==> config.mk <==
export PLATFORM = sky130hd
export DESIGN_NAME = serial_shift_unit
export DESIGN_NICKNAME = d
export VERILOG_FILES = /design/src/rtl/serial_shift_unit.sv
export SDC_FILE = /design/constraint.sdc
export NUM_CORES = 1
export LEC_CHECK = 0
export CAP_MARGIN = 20
export CORE_AREA = 2 2 39 41
export CTS_BUF_LIST = sky130_fd_sc_hd__clkbuf_16
export DETAILED_ROUTE_END_ITERATION = 10
export DIE_AREA = 0 0 41 43
export PLACE_DENSITY_LB_ADDON = 0.12
export SLEW_MARGIN = 20
export SYNTH_ARGS = -nofsm -noshare
export SYNTH_HDL_FRONTEND = slang
export SYNTH_SLANG_ARGS = --single-unit
==> constraint.sdc <==
create_clock -name clk -period 1.8 [get_ports clk]
set_clock_uncertainty 0.05 [all_clocks]
set_input_delay 0.36 -clock clk [delete_from_list [all_inputs] [get_ports clk]]
set_output_delay 0.36 -clock clk [all_outputs]
set_load 0.005 [all_outputs]
==> src/rtl/serial_shift_unit.sv <==
// serial_shift_unit: shared-chain SISO/SIPO shift register with saturating fill count; define SHIFT_PLOAD_EN to add parallel load (load, pdata)
module serial_shift_unit #(
  parameter int WIDTH = 4
) (
  input  logic             clk,
  input  logic             rst_n,
  input  logic             shift_en,
  input  logic             d,
`ifdef SHIFT_PLOAD_EN
  input  logic             load,
  input  logic [WIDTH-1:0] pdata,
`endif
  output logic             Q,
  output logic [WIDTH-1:0] q,
  output logic             full
);
  localparam int CW = $clog2(WIDTH + 1);
  localparam logic [CW-1:0] MAX = CW'(WIDTH);
  logic [CW-1:0] count;
  // advance the chain and the fill count; reset beats load, load beats shift
  always_ff @(posedge clk) begin
    if (!rst_n) begin
      q     <= '0;
      count <= '0;
    end
`ifdef SHIFT_PLOAD_EN
    else if (load) begin
      q     <= pdata;
      count <= MAX;
    end
`endif
    else if (shift_en) begin
      q     <= {q[WIDTH-2:0], d};
      count <= (count == MAX) ? count : count + 1'b1;
    end
  end
  assign Q    = q[WIDTH-1];
  assign full = (count == MAX);
endmodule

==> results of run 1 <==
[synth_stat cells (all sizes together)]
| cell | number |
|---|---|
| a21oi | 1 |
| inv | 2 |
| mux2i | 6 |
| and4b | 1 |
| nand2 | 3 |
| dfxtp | 7 |
| nand2b | 1 |
| a21boi | 1 |
| nor3b | 1 |
| buf | 2 |
| ha | 2 |
| nor2b | 4 |
| and2 | 1 |
[per-layer routing]
metal	vias to the layer above	track usage [%]
li1	127	-
met1	112	10.4
met2	7	12.2
met3	0	7.85
met4	0	4.00
met5	-	0
[sequential cells by signal (all words and copies together) (netlist names)]
name	cells
count	3
q	4
[power breakdown]
part / total, uW / internal, uW / switching [uW] / leakage (uW)
combinational: 52.3 / 31.3 / 21.0 / 0.000143
clock: 371 / 289 / 82.4 / 0.0000423
sequential: 170 / 164 / 6.03 / 0.0000578
[cell families after synthesis]
group           count (synthesis)
compound gates                  2
mux                             6
fa+ha+maj                       2
buf+inv                         4
flops                           7
simple gates                   11
[cell usage in the layout, fill, tap and decap left out]
cell / n
sky130_fd_sc_hd__clkdlybuf4s50_1: 8
sky130_fd_sc_hd__mux2i_1: 6
sky130_fd_sc_hd__dfxtp_1: 5
sky130_fd_sc_hd__nor2b_1: 4
sky130_fd_sc_hd__inv_1: 3
sky130_fd_sc_hd__nand2_1: 3
sky130_fd_sc_hd__clkbuf_16: 3
sky130_fd_sc_hd__dfxtp_2: 2
sky130_fd_sc_hd__and2_1: 1
sky130_fd_sc_hd__a21boi_4: 1
sky130_fd_sc_hd__and4b_1: 1
sky130_fd_sc_hd__a21oi_1: 1
sky130_fd_sc_hd__nor3b_2: 1
sky130_fd_sc_hd__nand2b_1: 1
sky130_fd_sc_hd__ha_2: 1
sky130_fd_sc_hd__ha_1: 1
sky130_fd_sc_hd__dlymetal6s2s_1: 1
sky130_fd_sc_hd__buf_4: 1
[cell type report]
class | count | area [um2]
multi-input cells | 21 | 183
fillers | 140 | 852
repair buffers | 10 | 100
clock inverters | 1 | 3.75
inverters | 2 | 7.51
flip-flops and latches | 7 | 143
clock buffers | 3 | 75.1
well taps | 16 | 20.0
[what timing repair did]
action | 4_1_cts | 5_1_grt
pin swaps | 1 | 0
buffers inserted | 1 | 0
endpoints found under the setup margin | 1 | 1
hold buffers | 0 | 0
resized for setup | 3 | 1
[metrics by stage]
stage	cells	hold slack (ns)	utilization [%]	setup slack [ns]
floorplan	32	0.401	-	0.607
global placement	55	0.411	31.6	0.160
detailed placement	55	0.432	31.6	0.129
CTS	60	0.423	38.2	0.0124
global route	60	0.463	38.4	0.246
finish	60	0.416	38.4	0.301
[how the worst max path moves through the flow]
stage	endpoint	slack, ns	depth (start not counted)
after global routing	Q	0.25	1
final	q[1]	0.30	1
after floorplan	full	0.61	3
after detailed placement	full	0.13	4
after CTS	full	0.01	4
after global placement	full	0.16	4
[worst register-to-register path: cells and delay by family (launching register included)]
family          cells  cell delay [ns]
fa+ha+maj           1             0.16
compound gates      1             0.17
mux                 1             0.20
buf+inv             2             0.19
flops               1             0.34
==> impl_metrics.toml, run 1 <==
[placed_design]
port_buffers = 9
dpl.hpwl_um = 433
routability_congestion_estimate = 0.648
dpl-instance-area_um2 = 438

[setup_path]
critical-path-top-delay-family = "buffers and inverters"
timing.critical_path.cells = "clkdlybuf4s50_1"
worst_ep_required_time_ns = 1.39
cp_data_arrival_time_ns = 1.09
r2r-start = "count[0]"
ff2ff_setup_slack_ns = 0.62
r2r_cells = 5
critPathSlowestCell = "sky130_fd_sc_hd__clkdlybuf4s50_1"
start_kind = "flip-flop"
timing.critical_path.slowest_cell_delay_ns = 0.51
worst_reg2reg_endpoint = "count[0]"
worstPathMaxFanout = 3
cp_num_buf_inv = 1
timing.critical_path.from = "q[1]"
critical_path_class = "reg2out"
critical_path.endpoint_type = "output port"

[routing]
totalWireLength_um = 619
wl_met3_um = 45
detail_route.first_pass.iterations = 3
route.detailed.vias_per_inst = 4.10
drcViolationCount = 0
routed_wire_length_per_instance_um = 10.3
antenna_left = 0
dr_total_vias = 246
wl_met1_um = 281
dr_wl_met2_um = 291
top_layer_used = "met3"
initialDrtViolationCount = 1

[cts]
numCtsBuffers = 3
cts.path.max_buffers = 2
clock_latency_ns = 0.23
clock_tree_from_tritoncts = "done"
clock_tree.root_cell = "sky130_fd_sc_hd__clkbuf_16"
cts.clk_slew.worst_paths_ns = 0.03
cts_htree_levels = 1
clkSinkCount = 7

[floorplan]
fp.dieArea_um2 = 1760
row_count = 14
chipWidth_um = 41
core_um2 = 1380
die_h_um = 43
initial_core_util_pct = 25.0
ios = 10

[logic_synthesis]
synth_adder_area_share_pct = 7.22
synth_top_cell_area_share_pct = 40.4
synthXorXnorAreaFrac_pct = 0
synth.net_count = 38
synth-simple-area-share_pct = 20.6
post-synth-top-area-cell = "sky130_fd_sc_hd__dfxtp_1"
synth_top_family_by_area = "simple AND/OR/NAND/NOR gates"
compound_gate_portion_of_the_synthesized_area_pct = 6.86
number_of_standard_cells_after_synthesis = 32
post_synth.cell_area_avg_um2 = 10.8
ys_types = 14
synth_mux_area_share_pct = 17.3
yosys-top-cells-area = "sky130_fd_sc_hd__dfxtp_1 40%, sky130_fd_sc_hd__mux2i_1 17%, sky130_fd_sc_hd__ha_1 7.2%, sky130_fd_sc_hd__nor2b_1 7.2%, sky130_fd_sc_hd__a21boi_4 5.4%"
seq_area_frac_synth_pct = 40.4
synth.yosys.warnings = 0
post_synth_design_cell_area_um2 = 347
synth.ff_latch_count = 7

[hold_path]
hold_path_class = "reg2reg"
holdPathStages = 2
hp-start = "count[1]"
min_to = "count[1]"

[run]
max_cap_viol_count = 0

[finish]
areaGrowthSynthToFinish_pct = 53.4
nNetsFinal = 51
final_design_area_no_fill_um2 = 532
final_layout_size_suffix_gt1_share_pct = 20.5
antenna_cells_inserted = 0

[timing]
finalMaxSlewViolations = 0
period_needed_ns = 1.50
rsz0062_at_grt = "no"
setup_violations = 0
max_clock_freq_ghz = 0.667
max_slew_margin_vs_limit_pct = 76.2
setup_tns_ns = 0
fin_crit_sh_pct = 83.3
timing.final.hold_violations = 0
worst_pin_slew_ns = 0.357

[power_and_ir_drop]
leakage_uw = 0.000243
cellPowerDensity_nw_per_um2 = 1120
vdd_ir_drop_max_mv = 0.545
totalPowerFinal_uw = 594

[grt]
grt_start_max_net_pins = 10
grt_pass1_wl_mm = 1.01
gr-usage-all-layers_pct = 9.27
global_route.overflow_total = 0
initial_antenna_violation_count = 0
first_global_vias = 239

[status]
status = "finished clean"
Note: power is estimated with default switching activity, not from simulation.
==> inputs of run 2 (changes only) <==
- clock period: 1.8 -> 1.2 ns (I/O delays scaled with it)
==> impl_metrics.toml, run 2 (synthesized netlist as in run 1, its figures left out) <==
[status]
status = "finished, violations left"
violated_checks = "negative setup slack"

[finish]
registers.top_by_ff_count = "q"
largest_register_ff_count = 4
fillCellCount = 145
nNetsFinal = 55
layout_top_registers = "q: 4 flops, count: 3 flops"
layout_commonest_cell = "sky130_fd_sc_hd__mux2i_1"
final_layout_size_suffix_gt1_share_pct = 35.4
layout_common_cells = "6 x sky130_fd_sc_hd__mux2i_1, 5 x sky130_fd_sc_hd__dfxtp_1, 5 x sky130_fd_sc_hd__dlygate4sd2_1"
areaGrowthSynthToFinish_pct = 70.8
multi_input_combinational_cell_area_um2 = 208
postLayoutCoreUtil_pct = 42.8
sequential_cell_area_um2 = 143
final_design_area_no_fill_um2 = 592
antenna_cells_inserted = 0

[timing]
setup_tns_ns = -0.0799
max_clock_freq_ghz = 0.781
rsz0062_at_grt = "yes"
worst_pin_slew_ns = 0.252
period_needed_ns = 1.28
finalMaxSlewViolations = 0
worst_slack_ns = -0.0799
timing.final.hold_violations = 0
max_slew_margin_vs_limit_pct = 83.1
setup_violations = 1
fin_crit_sh_pct = 107
worst_hold_slack_ns = 0.481

[routing]
totalWireLength_um = 653
route.detailed.vias_per_inst = 4.23
detail_route.first_pass.iterations = 2
drcViolationCount = 0
dr_total_vias = 271
routed_wire_length_per_instance_um = 10.2
antenna_left = 0
initialDrtViolationCount = 1

[cts]
clkSinkCount = 7
cts_htree_levels = 1
cts.path.max_buffers = 2
numCtsBuffers = 3
cts_hold_repair.buffers = 0
clock_latency_ns = 0.23
clock_tree_from_tritoncts = "done"
clock_tree.root_cell = "sky130_fd_sc_hd__clkbuf_16"
cts.clk_slew.worst_paths_ns = 0.04

[placed_design]
port_buffers = 9
routability_congestion_estimate = 0.681
dpl-instance-area_um2 = 480
pre_cts_ws_ns = -0.248
dpl.hpwl_um = 503

[setup_path]
start_kind = "flip-flop"
cp_data_arrival_time_ns = 0.99
critical_path_class = "reg2out"
critical_path.endpoint_type = "output port"
worstPathMaxFanout = 2
worst_ep_required_time_ns = 0.91

[power_and_ir_drop]
cellPowerDensity_nw_per_um2 = 1560
leakage_uw = 0.000276
vdd_ir_drop_max_mv = 0.912

[floorplan]
row_count = 14
initial_core_util_pct = 25.0
chipWidth_um = 41
ios = 10
core_um2 = 1380
fp.dieArea_um2 = 1760
die_h_um = 43

[grt]
global_route.overflow_total = 0
grt_start_max_net_pins = 10
initial_antenna_violation_count = 0
grt_pass1_wl_mm = 1.04
gr-usage-all-layers_pct = 9.88
first_global_vias = 268

[hold_path]
hold_path_class = "reg2reg"

[run]
max_cap_viol_count = 0
## run 2: cell count changes in the layout (fill, tap and decap cells not counted), sizes merged
| cell | before | now |
|---|---|---|
| dlygate4sd2 | 0 | 5 |
| clkdlybuf4s50 | 8 | 3 |
| buf | 1 | 6 |
| dlymetal6s2s | 1 | 0 |
## run 2: final timing paths
check	start	end	slack, ns	cells after the start
hold / removal	q[1]	q[1]	0.48	2
setup / recovery	count[1]	full	-0.08	4
hold reg to reg	q[1]	q[1]	0.48	2
setup reg to reg	count[1]	count[0]	0.05	5
## run 2: worst max-delay path, stage by stage, from the launching register on
cell	delay, ns
sky130_fd_sc_hd__dfxtp_2	0.32
sky130_fd_sc_hd__inv_1	0.06
sky130_fd_sc_hd__ha_4	0.15
sky130_fd_sc_hd__and2_4	0.13
sky130_fd_sc_hd__buf_6	0.10
## run 2: layout make-up
type,instances,area share (%)
Timing Repair Buffer,14,22.8
Clock inverter,1,0.634
Tap cell,16,3.38
Multi-Input combinational cell,21,35.1
Inverter,2,1.27
Sequential cell,7,24.1
Clock buffer,3,12.7
## run 2: layer usage
layer | GRT usage, % | vias up | share of wire (%)
met1 | 9.77 | 126 | 36
met2 | 13.8 | 7 | 53
met3 | 6.28 | 2 | 7.5
met4 | 8.00 | 0 | 2.9
met5 | 0 | - | 0
li1 | - | 136 | -
## run 2: timing repair
action,in CTS,in global routing
setup buffers,1,0
pin swaps,2,2
resized for setup,12,6
endpoints found under the setup margin,8,3
## run 2: report_power, final
part	switching [uW]	leakage, uW	internal, uW
clock	126	0.0000423	433
combinational	44.1	0.000176	67.5
sequential	7.23	0.0000578	247
total	178	0.000276	747
## run 2: through the flow
stage               instances  total power (uW)
floorplan                  32               303
global placement           59               347
detailed placement         59               354
CTS                        64               927
global route               64               960
finish                     64               925
==> inputs of run 3 (changes only) <==
- ABC_AREA: default -> 1
- CAP_MARGIN: 20 -> 30
==> impl_metrics.toml, run 3 <==
[floorplan]
row_count = 14
core_um2 = 1380
ios = 10
die_h_um = 43
fp.dieArea_um2 = 1760
chipWidth_um = 41
initial_core_util_pct = 24.1

[logic_synthesis]
ys_types = 14
post-synth-top-area-cell = "sky130_fd_sc_hd__dfxtp_1"
async_flop_share_pct = 0
post_synth_design_cell_area_um2 = 334
most_instantiated_library_cell_after_synthesis = "sky130_fd_sc_hd__nor2_1"
synth_top_cell_area_share_pct = 41.9
synth.net_count = 51
synth.yosys.warnings = 0
synth_commonest_cells = "12 x sky130_fd_sc_hd__nor2_1, 7 x sky130_fd_sc_hd__dfxtp_1, 5 x sky130_fd_sc_hd__inv_1, 4 x sky130_fd_sc_hd__nand2_1, 4 x sky130_fd_sc_hd__o21ai_0"
number_of_standard_cells_after_synthesis = 45
synth.ff_latch_count = 7
yosys-top-cells-area = "sky130_fd_sc_hd__dfxtp_1 42%, sky130_fd_sc_hd__nor2_1 13%, sky130_fd_sc_hd__ha_1 7.5%, sky130_fd_sc_hd__o21ai_0 6.0%, sky130_fd_sc_hd__inv_1 5.6%"
post_synth.cell_area_avg_um2 = 7.42
seq_area_frac_synth_pct = 41.9
synth_enable_flop_cells = 0
synth-main-ff-cell = "sky130_fd_sc_hd__dfxtp_1"

[finish]
largest_register_ff_count = 4
layout_common_cells = "12 x sky130_fd_sc_hd__nor2_1, 6 x sky130_fd_sc_hd__buf_4, 5 x sky130_fd_sc_hd__dfxtp_1, 5 x sky130_fd_sc_hd__dlygate4sd2_1"
layout_top_registers = "q: 4 flops, count: 3 flops"
final_design_area_no_fill_um2 = 562
final_layout_size_suffix_gt1_share_pct = 35.5
layout_commonest_cell = "sky130_fd_sc_hd__nor2_1"
antenna_cells_inserted = 0
areaGrowthSynthToFinish_pct = 68.2
registers.top_by_ff_count = "q"
nNetsFinal = 69
fillCellCount = 150

[grt]
initial_antenna_violation_count = 0
grt_pass1_wl_mm = 1.18
first_global_vias = 309
gr-usage-all-layers_pct = 10.6
grt_start_max_net_pins = 9
global_route.overflow_total = 0

[power_and_ir_drop]
leakage_uw = 0.000292
totalPowerFinal_uw = 931
cellPowerDensity_nw_per_um2 = 1660
vdd_ir_drop_max_mv = 0.930

[hold_path]
hold_path_class = "reg2reg"
holdPathStages = 2
min_to = "q[1]"
hp-start = "q[0]"

[setup_path]
r2r-start = "count[0]"
critical_path_class = "reg2out"
critical_path.endpoint_type = "output port"
worst_reg2reg_endpoint = "count[2]"
ff2ff_setup_slack_ns = 0.13
start_kind = "flip-flop"
cp_data_arrival_time_ns = 0.95
worstPathMaxFanout = 2
r2r_cells = 6
worst_ep_required_time_ns = 0.91

[cts]
clock_tree.root_cell = "sky130_fd_sc_hd__clkbuf_16"
cts_hold_repair.buffers = 0
clock_tree_from_tritoncts = "done"
cts.clk_slew.worst_paths_ns = 0.04
cts.path.max_buffers = 2
numCtsBuffers = 3
cts_htree_levels = 1
clock_latency_ns = 0.23
clkSinkCount = 7

[run]
max_cap_viol_count = 0

[timing]
fin_crit_sh_pct = 103
timing.final.hold_violations = 0
max_slew_margin_vs_limit_pct = 85.1
setup_violations = 1
setup_tns_ns = -0.0392
finalMaxSlewViolations = 0
period_needed_ns = 1.24
max_clock_freq_ghz = 0.807
worst_slack_ns = -0.0392
worst_hold_slack_ns = 0.442
rsz0062_at_grt = "yes"
worst_pin_slew_ns = 0.223

[routing]
drcViolationCount = 0
routed_wire_length_per_instance_um = 9.08
initialDrtViolationCount = 2
dr_total_vias = 318
antenna_left = 0
totalWireLength_um = 708
detail_route.first_pass.iterations = 5
route.detailed.vias_per_inst = 4.08

[placed_design]
dpl-instance-area_um2 = 470
routability_congestion_estimate = 0.603
port_buffers = 9
dpl.hpwl_um = 478

[status]
violated_checks = "negative setup slack"
status = "finished, violations left"
-- run 3: cell types whose count changed after synthesis, moves of 2 or more --
cell,delta
sky130_fd_sc_hd__nor2_1,+12
sky130_fd_sc_hd__mux2i_1,-6
sky130_fd_sc_hd__o21ai_0,+4
sky130_fd_sc_hd__inv_2,+2
sky130_fd_sc_hd__nand3_1,+2
sky130_fd_sc_hd__inv_1,+3
sky130_fd_sc_hd__nor2b_1,-4
-- run 3: worst max path at each step --
stage / startpoint / to / slack [ns]
floorplan: count[0] / full / 0.17
global placement: count[0] / full / -0.19
detailed placement: count[0] / full / -0.20
CTS: count[0] / full / -0.04
global route: count[0] / full / -0.09
finish: count[0] / full / -0.04
-- run 3: layout make-up --
cell class              count  area (um2)  share of cell area, %
multi-input cells          29         170                   30.3
flip-flops and latches      7         143                   25.4
repair buffers             15         124                   22.0
clock buffers               3        75.1                   13.4
inverters                   7        26.3                   4.68
well taps                  16        20.0                   3.56
clock inverters             1        3.75                  0.668
-- run 3: per-stage QoR --
| step | instances | util [%] | setup slack (ns) |
|---|---|---|---|
| 6_report | 78 | 40.6 | -0.0392 |
| 4_1_cts | 79 | 40.5 | -0.0415 |
| 2_1_floorplan | 45 | - | 0.170 |
| 3_5_place_dp | 74 | 34.0 | -0.200 |
| 3_3_place_gp | 74 | 34.0 | -0.195 |
| 5_1_grt | 78 | 40.6 | -0.0914 |
-- run 3: logic make-up after synthesis --
kind of cell / Yosys count / share of synthesized area, %
adder cells (fa/ha/maj): 2 / 7.49
AO/OA/AOI/OAI: 6 / 8.99
flip-flops: 7 / 41.9
AND/OR/NAND/NOR: 21 / 28.1
buffers and inverters: 9 / 13.5
-- run 3: layer usage --
layer	wire (um)	global-route usage [%]
met2	350	15.3
met4	28	10.0
met5	0	0
met1	295	11.4
met3	33	3.14
-- run 3: critical path, stage by stage, from the launching register on --
cell and delay (ns):
sky130_fd_sc_hd__dfxtp_2 0.32, sky130_fd_sc_hd__inv_2 0.05, sky130_fd_sc_hd__ha_4 0.15, sky130_fd_sc_hd__nand2_2 0.05
sky130_fd_sc_hd__inv_1 0.03, sky130_fd_sc_hd__buf_2 0.11
-- run 3: what timing repair did --
action / CTS / global route
endpoints found under the hold margin: 0 / 0
pin swaps: 2 / 1
resized for setup: 15 / 2
endpoints found under the setup margin: 6 / 3
setup buffers: 1 / 0
-- run 3: power breakdown --
part / switching (uW) / internal (uW)
sequential: 9.53 / 251
combinational: 50.7 / 59.4
clock: 127 / 433
